`src/rtl/lamp_monitor.sv`:
```
// Independent conflict/timing monitor for the six active-low intersection lamps.
// Latches the first illegal aspect, order or dwell violation as a sticky coded fault.
module lamp_monitor #(
    parameter int unsigned YELLOW_CYCLES    = 6,
    parameter int unsigned MIN_GREEN_CYCLES = 31,
    parameter int unsigned STARTUP_CYCLES   = 2
) (
    input  logic       clk,
    input  logic       reset,
    input  logic       NorthRed,
    input  logic       NorthYellow,
    input  logic       NorthGreen,
    input  logic       EastRed,
    input  logic       EastYellow,
    input  logic       EastGreen,
    input  logic       fault_clear,
    output logic       fault,
    output logic [2:0] fault_code,
    output logic [1:0] aspect,
    output logic [7:0] dwell
);

    localparam int unsigned DwellW = 8;
    localparam int unsigned GraceW = 8;
    localparam int unsigned CodeW  = 3;

    localparam logic [DwellW-1:0] DwellMax    = DwellW'(255);
    localparam logic [DwellW-1:0] YellowLen   = DwellW'(YELLOW_CYCLES);
    localparam logic [DwellW-1:0] MinGreenLen = DwellW'(MIN_GREEN_CYCLES);
    localparam logic [GraceW-1:0] GraceLen    = GraceW'(STARTUP_CYCLES);

    localparam logic [1:0] AspNorth   = 2'd0;
    localparam logic [1:0] AspEast    = 2'd1;
    localparam logic [1:0] AspYellow  = 2'd2;
    localparam logic [1:0] AspUnknown = 2'd3;

    localparam logic [CodeW-1:0] CodeNone       = CodeW'(0);
    localparam logic [CodeW-1:0] CodeIllegal    = CodeW'(1);
    localparam logic [CodeW-1:0] CodeTransition = CodeW'(2);
    localparam logic [CodeW-1:0] CodeYellowShort = CodeW'(3);
    localparam logic [CodeW-1:0] CodeYellowLong = CodeW'(4);
    localparam logic [CodeW-1:0] CodeGreenShort = CodeW'(5);

    typedef enum logic [2:0] {
        INIT   = 3'd0,
        TRK_NG = 3'd1,
        TRK_Y  = 3'd2,
        TRK_EG = 3'd3,
        FAULT  = 3'd4
    } stateT;

    stateT              state;
    stateT              stateNext;
    logic [CodeW-1:0]   codeNext;
    logic [CodeW-1:0]   violation;
    logic [DwellW-1:0]  dwellNext;
    logic [GraceW-1:0]  grace;
    logic [GraceW-1:0]  graceNext;
    logic               partial;
    logic               partialNext;
    logic               prevGreen;      // 0: north green preceded yellow, 1: east
    logic               prevGreenNext;
    logic               restartDwell;
    logic [5:0]         lamps;
    logic [1:0]         sampleAspect;
    logic               sampleIsGreen;
    logic               sampleIsEast;

    // Decode the raw active-low lamp pattern into an aspect
    always_comb begin
        lamps = {NorthRed, NorthYellow, NorthGreen, EastRed, EastYellow, EastGreen};
        case (lamps)
            6'b110011: sampleAspect = AspNorth;
            6'b011110: sampleAspect = AspEast;
            6'b101101: sampleAspect = AspYellow;
            default:   sampleAspect = AspUnknown;
        endcase
        sampleIsGreen = (sampleAspect == AspNorth) || (sampleAspect == AspEast);
        sampleIsEast  = (sampleAspect == AspEast);
    end

    // Next-state, violation detection and dwell bookkeeping
    always_comb begin
        stateNext     = state;
        codeNext      = fault_code;
        graceNext     = grace;
        partialNext   = partial;
        prevGreenNext = prevGreen;
        violation     = CodeNone;
        restartDwell  = 1'b0;

        case (state)
            INIT: begin
                if (sampleAspect == AspUnknown && grace >= GraceLen) begin
                    violation = CodeIllegal;
                end else begin
                    if (grace < GraceLen) begin
                        graceNext = grace + GraceW'(1);
                    end
                    if (sampleIsGreen) begin
                        stateNext    = sampleIsEast ? TRK_EG : TRK_NG;
                        partialNext  = 1'b1;
                        restartDwell = 1'b1;
                    end
                end
            end

            TRK_NG, TRK_EG: begin
                if (sampleAspect == AspUnknown) begin
                    violation = CodeIllegal;
                end else if (sampleAspect == AspYellow) begin
                    if (!partial && dwell < MinGreenLen) begin
                        violation = CodeGreenShort;
                    end else begin
                        stateNext     = TRK_Y;
                        prevGreenNext = (state == TRK_EG);
                    end
                end else if (sampleIsEast != (state == TRK_EG)) begin
                    violation = CodeTransition;
                end
            end

            TRK_Y: begin
                if (sampleAspect == AspUnknown) begin
                    violation = CodeIllegal;
                end else if (sampleAspect == AspYellow) begin
                    if (dwell == YellowLen) begin
                        violation = CodeYellowLong;
                    end
                end else if (sampleIsEast == prevGreen) begin
                    violation = CodeTransition;
                end else if (dwell < YellowLen) begin
                    violation = CodeYellowShort;
                end else begin
                    stateNext    = sampleIsEast ? TRK_EG : TRK_NG;
                    partialNext  = 1'b0;
                    restartDwell = 1'b1;
                end
            end

            FAULT: begin
                stateNext = FAULT;
            end

            default: begin
                stateNext = INIT;
            end
        endcase

        if (violation != CodeNone) begin
            stateNext = FAULT;
            codeNext  = violation;
        end

        // Maintenance acknowledge outranks anything detected on the same sample
        if (fault_clear) begin
            stateNext    = INIT;
            codeNext     = CodeNone;
            graceNext    = '0;
            partialNext  = 1'b0;
            restartDwell = 1'b0;
        end

        if (restartDwell || sampleAspect != aspect) begin
            dwellNext = DwellW'(1);
        end else if (dwell == DwellMax) begin
            dwellNext = dwell;
        end else begin
            dwellNext = dwell + DwellW'(1);
        end
    end

    // State and registered outputs
    always_ff @(posedge clk) begin
        if (reset) begin
            state      <= INIT;
            fault      <= 1'b0;
            fault_code <= CodeNone;
            aspect     <= AspUnknown;
            dwell      <= '0;
            grace      <= '0;
            partial    <= 1'b0;
            prevGreen  <= 1'b0;
        end else begin
            state      <= stateNext;
            fault      <= (stateNext == FAULT);
            fault_code <= codeNext;
            aspect     <= sampleAspect;
            dwell      <= dwellNext;
            grace      <= graceNext;
            partial    <= partialNext;
            prevGreen  <= prevGreenNext;
        end
    end

endmodule

```
`config.mk`:
```
export PLATFORM = sky130hd
export DESIGN_NAME = lamp_monitor
export DESIGN_NICKNAME = d
export VERILOG_FILES = /design/src/rtl/lamp_monitor.sv
export SDC_FILE = /design/constraint.sdc
export NUM_CORES = 1
export LEC_CHECK = 0
export ABC_AREA = 1
export CAP_MARGIN = 20
export CELL_PAD_IN_SITES_DETAIL_PLACEMENT = 0
export CELL_PAD_IN_SITES_GLOBAL_PLACEMENT = 1
export CORE_MARGIN = 2
export CORE_UTILIZATION = 26
export DETAILED_ROUTE_END_ITERATION = 8
export GPL_TIMING_DRIVEN = 0
export MAX_ROUTING_LAYER = met4
export PLACE_DENSITY_LB_ADDON = 0.1
export SLEW_MARGIN = 15
export SYNTH_ARGS = -nofsm -noshare
export SYNTH_HDL_FRONTEND = slang
export SYNTH_SLANG_ARGS = --single-unit
```
`constraint.sdc`:
```
create_clock -name clk -period 3.76 [get_ports clk]
set_input_delay 0.94 -clock clk [delete_from_list [all_inputs] [get_ports clk]]
set_output_delay 0.94 -clock clk [all_outputs]
set_load 0.01 [all_outputs]
```
==> summary.md, run 1 <==
| Metric | Value |
|---|---|
| Outcome | finished, final reports clean |
| Layout net count | 250 |
| Worst vdd ir | 0.000143 V |
| LEAKAGE | between 0.7 and 0.8 nW |
| Setup bufs post-CTS | 0 |
| CP required | 3970 ps |
| Most common cell after layout, fill and taps aside | nand2_1 |
| Tot Pwr | 0.000659 W |
| PostCTS Resize Cnt | 0 |
| Ant diodes | 0 |
| Fin crit period | 2360 ps |
| Worst Hold Path Cells | 2 |
| CP arrival | 2570 ps |
| Critical path peak fanout | 7 |
| Ports | 23 |
| Number of CTS-inserted buffers | 3 |
| Post-layout instance area | between 1500 and 2000 um2 |
| Final hold vios | 0 |
| Slew HR | 66.9% |
| Pwr/cell area | 353 nW/um2 |
| # setup viols final | 0 |
| Setup WS pre-CTS | 1110 ps |
| Syn Inst Count | 210 |
| 1st-iter DRT viols | 50 |
| Setup TNS | 0 ps |
| Die H | 80.2 um |
| DR vias | approximately 1.3k |
| Hold slack | 432 ps |
| Net Count, Synth | 223 |
| Placed cell areas | 1820 um2 |
| Synthesized flop and latch total | 27 |
| Crit path capture type | register |
| Fin crit share | 62.7% |
| Unrepaired setup endpoints after global routing | no |
| Sequential fraction of the synthesis area | between 30% and 40% |
| Clock Pin Slew Worst Setup and Hold Paths | around 100 ps |
| Achievable frequency | 424 MHz |
| Slew @ Worst Pin | 494 ps |
| Max-slew violations | 0 |
| Tightest Hold Check Type | register to register |
| Most frequent cells in the layout | 43 x nand2_1, 27 x nor2_1, 27 x dfxtp_1 |
| Total gr overflow | 0 |
| Vias in the first global route | 1240 |
| Die Area | between 6000 and 7000 um2 |
| Sink Count | 27 |
| GP Congestion | 0.734 |
| Max H-tree Level | 1 |
| Netlist cell types | 26 |
| Synth Cell Area | 1510 um2 |
| Hpwl dp | roughly 2700 um |
| Largest net degree at the start of global routing | 17 |
| Vias/cell | 4.33 |
| Core box area | 5570 um2 |
| IO buf count | 22 |
| Initial antenna violation count | 0 |
| Initial core utilization | 27.1% |
| Avg Cell Area, Syn | 7.19 um2 |
| Layout cells sized above 1 | 14.0% |
| Clk root buf | clkbuf_8 |
| Routed WL | ~3400 um |
| Synth warn | 0 |
| Die W | 80.2 um |
| Global-route wire length before repair | approximately 5800 um |
| First-pass DRT Iterations | 4 |
| Max-Cap Viols | 0 |
| Max Clock Skew | 2.25 ps |
| P&R area growth vs syn | 23.8% |
| Hold Buf Count CTS | 0 |
| CTS tree | done |
| Routed length per instance | around 11 um |
| WS Path Type | input port to register |
| Reg2Reg Depth | 11 |
| Clock tree buffer depth | 2 |
| Core Rows | 27 |
| Setup ws final | 1400 ps |
| CP startpoint kind | input port |
| DRC viols | 0 |
| GRT Overall Usage | 11.7% |
| Antenna-violating nets left | 0 |
| Worst skew pair latency | 270 ps |
-- cells in the mapped netlist --
cell type  count  share of area, %
a21oi_2        1              0.58
a31oi_2        1              0.83
nand3_2        3               2.0
xor2_1         2               1.2
nand4_1        6               2.5
and3_2         1              0.50
nor3_1         4               1.3
dfxtp_1       27                36
nor2_1        27               6.7
nand2_2        3               1.2
nor2_4         3               2.2
inv_2          6               1.5
nor3_2         1              0.66
xnor2_1        2               1.2
a21oi_4        2               2.2
nand2_4        3               2.2
nor2_2         3               1.2
nand3_4        2               2.3
clkbuf_1       1              0.25
o21ai_0        6               2.0
nand3_1       19               6.3
a21oi_1       14               4.6
a211oi_1       1              0.50
ha_1           4               3.3
nand2_1       43                11
inv_1         25               6.2
-- sequential cells by signal, summed over array words and instances (netlist names) --
signal	flops
prevGreen	1
grace	8
dwell	8
state	3
partial	1
fault	1
aspect	2
fault_code	3
-- power by group --
part           total (W)  switching [W]  leakage (nW)  internal (W)
logic           0.000171      0.0000975         0.535     0.0000730
registers       0.000317      0.0000141         0.219      0.000303
clock network   0.000172      0.0000964        0.0217     0.0000753
-- cell type report --
cell class | count | area [um2]
Fill cell | 620 | 3700
Sequential cell | 27 | 541
Multi-Input combinational cell | 151 | 850
Timing Repair Buffer | 22 | 220
Clock buffer | 3 | 41.3
Clock inverter | 1 | 7.51
Tap cell | 72 | 90.1
Inverter | 31 | 116
Buffer | 1 | 3.75
-- cells by family (layout without fill, tap and decap cells) --
logic type	after synthesis	after routing	synth area share, %
AO/OA/AOI/OAI	25	25	10.7
XOR/XNOR	4	4	2.32
adder cells (fa/ha/maj)	4	4	3.31
buffers and inverters	32	58	7.95
flip-flops	27	27	35.8
AND/OR/NAND/NOR	118	118	39.9
-- metrics by stage --
step                utilization, %  std cells
global route                  33.5        308
floorplan                        -        210
detailed placement            32.7        304
finish                        33.5        308
CTS                           33.5        308
global placement              32.7        304
-- worst max-delay path: stages --
cell             delay (ps)
clkdlybuf4s50_1         480
nand2_1                 110
nor2_4                  180
nand2_4                 100
nand2_1                  70
nand2_1                  70
nand4_1                 120
nand2_1                  70
nand2_1                 130
nand3_4                 140
a31oi_2                 160
-- final timing paths --
| kind | startpoint | end | slack [ps] |
|---|---|---|---|
| worst max-delay path | NorthYellow | dwell[3]$_SDFFE_PP0P_ | 1400 |
| worst min-delay path | grace[3]$_SDFFE_PP0P_ | grace[3]$_SDFFE_PP0P_ | 430 |
| worst max register to register | dwell[1]$_SDFFE_PP0P_ | fault_code[2]$_SDFFE_PP0P_ | 2000 |
| worst min register to register | grace[3]$_SDFFE_PP0P_ | grace[3]$_SDFFE_PP0P_ | 430 |
-- metal layers --
layer  wire length [um]  track usage, %
met1               1760            16.6
met2               1510            17.3
met3                116            1.80
met4                 20            3.56
met5                  0               -
Power figures use the tool's default switching activity.
==> run 2, diff against run 1 <==
==> constraint.sdc (replaced) <==
create_clock -name clk -period 2.4 [get_ports clk]
set_input_delay 0.6 -clock clk [delete_from_list [all_inputs] [get_ports clk]]
set_output_delay 0.6 -clock clk [all_outputs]
set_load 0.01 [all_outputs]
==> results of run 2 <==
Same layout as run 1 (identical final DEF). Status: finished, final reports clean.
Among the figures that moved: setup slack after placement 1110 ps -> 88.5 ps; setup slack after layout 1400 ps -> 384 ps; register-to-register setup slack 2000 ps -> 640 ps; total power 0.000659 W -> 0.00103 W; worst IR drop on VDD 0.000143 V -> 0.000224 V
==> run 3, diff against run 2 <==
==> constraint.sdc (replaced) <==
create_clock -name clk -period 1.92 [get_ports clk]
set_input_delay 0.48 -clock clk [delete_from_list [all_inputs] [get_ports clk]]
set_output_delay 0.48 -clock clk [all_outputs]
set_load 0.01 [all_outputs]
==> run 3 against run 2 <==
Net effect: setup slack got worse by 280 ps; non-clock buffer count rose by 3; cell count rose by 0.97%; sequential power rose by 25%; clock-buffer cell count did not move; global-route usage did not move.
==> summary.md, run 3 (synthesized netlist as in run 1, its figures left out) <==
| Metric | Value |
|---|---|
| Outcome | finished, final reports clean |
| GRT Overall Usage | a little under an eighth |
| Slew HR | roughly two thirds |
| Non-filler cells, final | 311 |
| Initial core utilization | 27.1% |
| Slowest cell on the critical path | clkdlybuf4s50_1 |
| 1st-iter DRT viols | 53 |
| Vias/cell | ~4.4 |
| LEAKAGE | ~0.85 nW |
| Layout cells sized above 1 | between 10% and 20% |
| Crit path capture type | output port |
| Largest net degree at the start of global routing | 17 |
| Max Clock Skew | 2.28 ps |
| Die H | 80.2 um |
| Worst reg2reg setup slack | 220 ps |
| Fin crit share | ~95% |
| Most frequent cells in the layout | 38 x nand2_1, 27 x nor2_1, 26 x dfxtp_1 |
| IO buf count | 22 |
| Final hold vios | 0 |
| Antenna-violating nets left | 0 |
| Max incr delay on CP | 590 ps |
| R2R Path End | state[0]$_SDFF_PP0_ |
| Vias in the first global route | 1240 |
| CP startpoint | dwell[3]$_SDFFE_PP0P_ |
| P&R area growth vs syn | 29.9% |
| Dpl cells | 304 |
| Biggest regs | dwell: 8 flops, grace: 8 flops |
| Slew @ Worst Pin | 482 ps |
| Clock tree buffer depth | 2 |
| Worst skew pair latency | 270 ps |
| Worst Setup EP | dwell[3] |
| DR vias | 1356 |
| CTS tree | done |
| Clk root buf | clkbuf_8 |
| WP buf/inv | 1 |
| Die Area | between 6000 and 7000 um2 |
| Pwr/cell area | roughly 670 nW/um2 |
| Critical path peak fanout | 6 |
| Tightest Hold Check Type | register to register |
| Max-slew violations | 0 |
| Reg2Reg Depth | 11 |
| GP Congestion | around 0.73 |
| Hpwl dp | 2690 um |
| Crit path cell chain | clkdlybuf4s50_1 |
| # setup viols final | 0 |
| Most common cell after layout, fill and taps aside | nand2_1 |
| Worst path depth | 1 |
| Ports | 23 |
| Core box area | between 5000 and 6000 um2 |
| Max H-tree Level | 1 |
| Hold Buf Count CTS | 0 |
| Post-layout instance area | 1960 um2 |
| Global-route wire length before repair | 5820 um |
| CP arrival | 1330 ps |
| Achievable frequency | between 500 and 600 MHz |
| Sink Count | 27 |
| Number of CTS-inserted buffers | 3 |
| First-pass DRT Iterations | 5 |
| Routed length per instance | 11.1 um |
| Ant diodes | 0 |
| Fin crit period | 1810 ps |
| CP startpoint kind | register |
| CP required | ~1400 ps |
| Initial antenna violation count | 0 |
| DRC viols | 0 |
| Max-Cap Viols | 0 |
| Layout net count | 253 |
| Unrepaired setup endpoints after global routing | no |
| Clock Pin Slew Worst Setup and Hold Paths | 100 ps |
| Core Rows | 27 |
| Top Family by Delay on Critical Path | buffers and inverters |
| Total gr overflow | 0 |
| WS Path Type | register to output port |
| Routed WL | 3450 um |
| Worst vdd ir | 0.000281 V |
| Worst r2r src | dwell[1]$_SDFFE_PP0P_ |
| Setup TNS | 0 ps |
| Die W | ~80 um |
| Placed cell areas | 1820 um2 |
| Tot Pwr | 0.00132 W |
run 3: how the worst min path moves through the flow:
stage	start	end	slack (ps)	cells past startpoint
after floorplan	grace[3]$_SDFFE_PP0P_	grace[3]$_SDFFE_PP0P_	410	2
after global placement	grace[3]$_SDFFE_PP0P_	grace[3]$_SDFFE_PP0P_	420	2
after detailed placement	grace[3]$_SDFFE_PP0P_	grace[3]$_SDFFE_PP0P_	420	2
after CTS	grace[4]$_SDFFE_PP0P_	grace[4]$_SDFFE_PP0P_	440	2
after global routing	grace[3]$_SDFFE_PP0P_	grace[3]$_SDFFE_PP0P_	460	2
final	grace[3]$_SDFFE_PP0P_	grace[3]$_SDFFE_PP0P_	430	2
run 3: final cells by class:
type,instances,area [um2]
Fill cell,604,3610
Multi-Input combinational cell,151,903
Sequential cell,27,542
Timing Repair Buffer,25,258
Inverter,31,116
Tap cell,72,90.1
Clock buffer,3,41.3
Clock inverter,1,7.51
Buffer,1,3.75
run 3: layer usage:
layer	GRT usage, %	wire [um]	vias to the layer above
li1	-	-	729
met1	16.6	1760	607
met2	17.3	1570	18
met3	1.80	106	2
met4	3.56	20	0
met5	-	0	-
run 3: power breakdown:
| group | switching, W | total [W] | internal (W) | leakage (nW) |
|---|---|---|---|---|
| combinational | 0.000201 | 0.000358 | 0.000157 | 0.607 |
| clock | 0.000190 | 0.000337 | 0.000147 | 0.0217 |
| sequential | 0.0000278 | 0.000621 | 0.000593 | 0.219 |
| total | 0.000418 | 0.00132 | 0.000898 | 0.848 |
run 3: what timing repair did:
item / 4_1_cts / 5_1_grt
buffers inserted: 0 / 3
gates resized for setup: 0 / 20
setup endpoints to repair: 0 / 16
run 3: stage by stage:
step / setup WS [ps] / util (%) / hold WS, ps
after floorplan: 333 / - / 408
after global placement: -293 / 32.7 / 419
after detailed placement: -272 / 32.7 / 421
after CTS: 22.6 / 33.5 / 438
after global routing: 7.02 / 35.2 / 461
final: 105 / 35.2 / 433
run 3: worst min-delay path, stage by stage, from the launching register on:
cell and delay [ps]:
dfxtp_1 320, inv_1 50, nor2_1 30
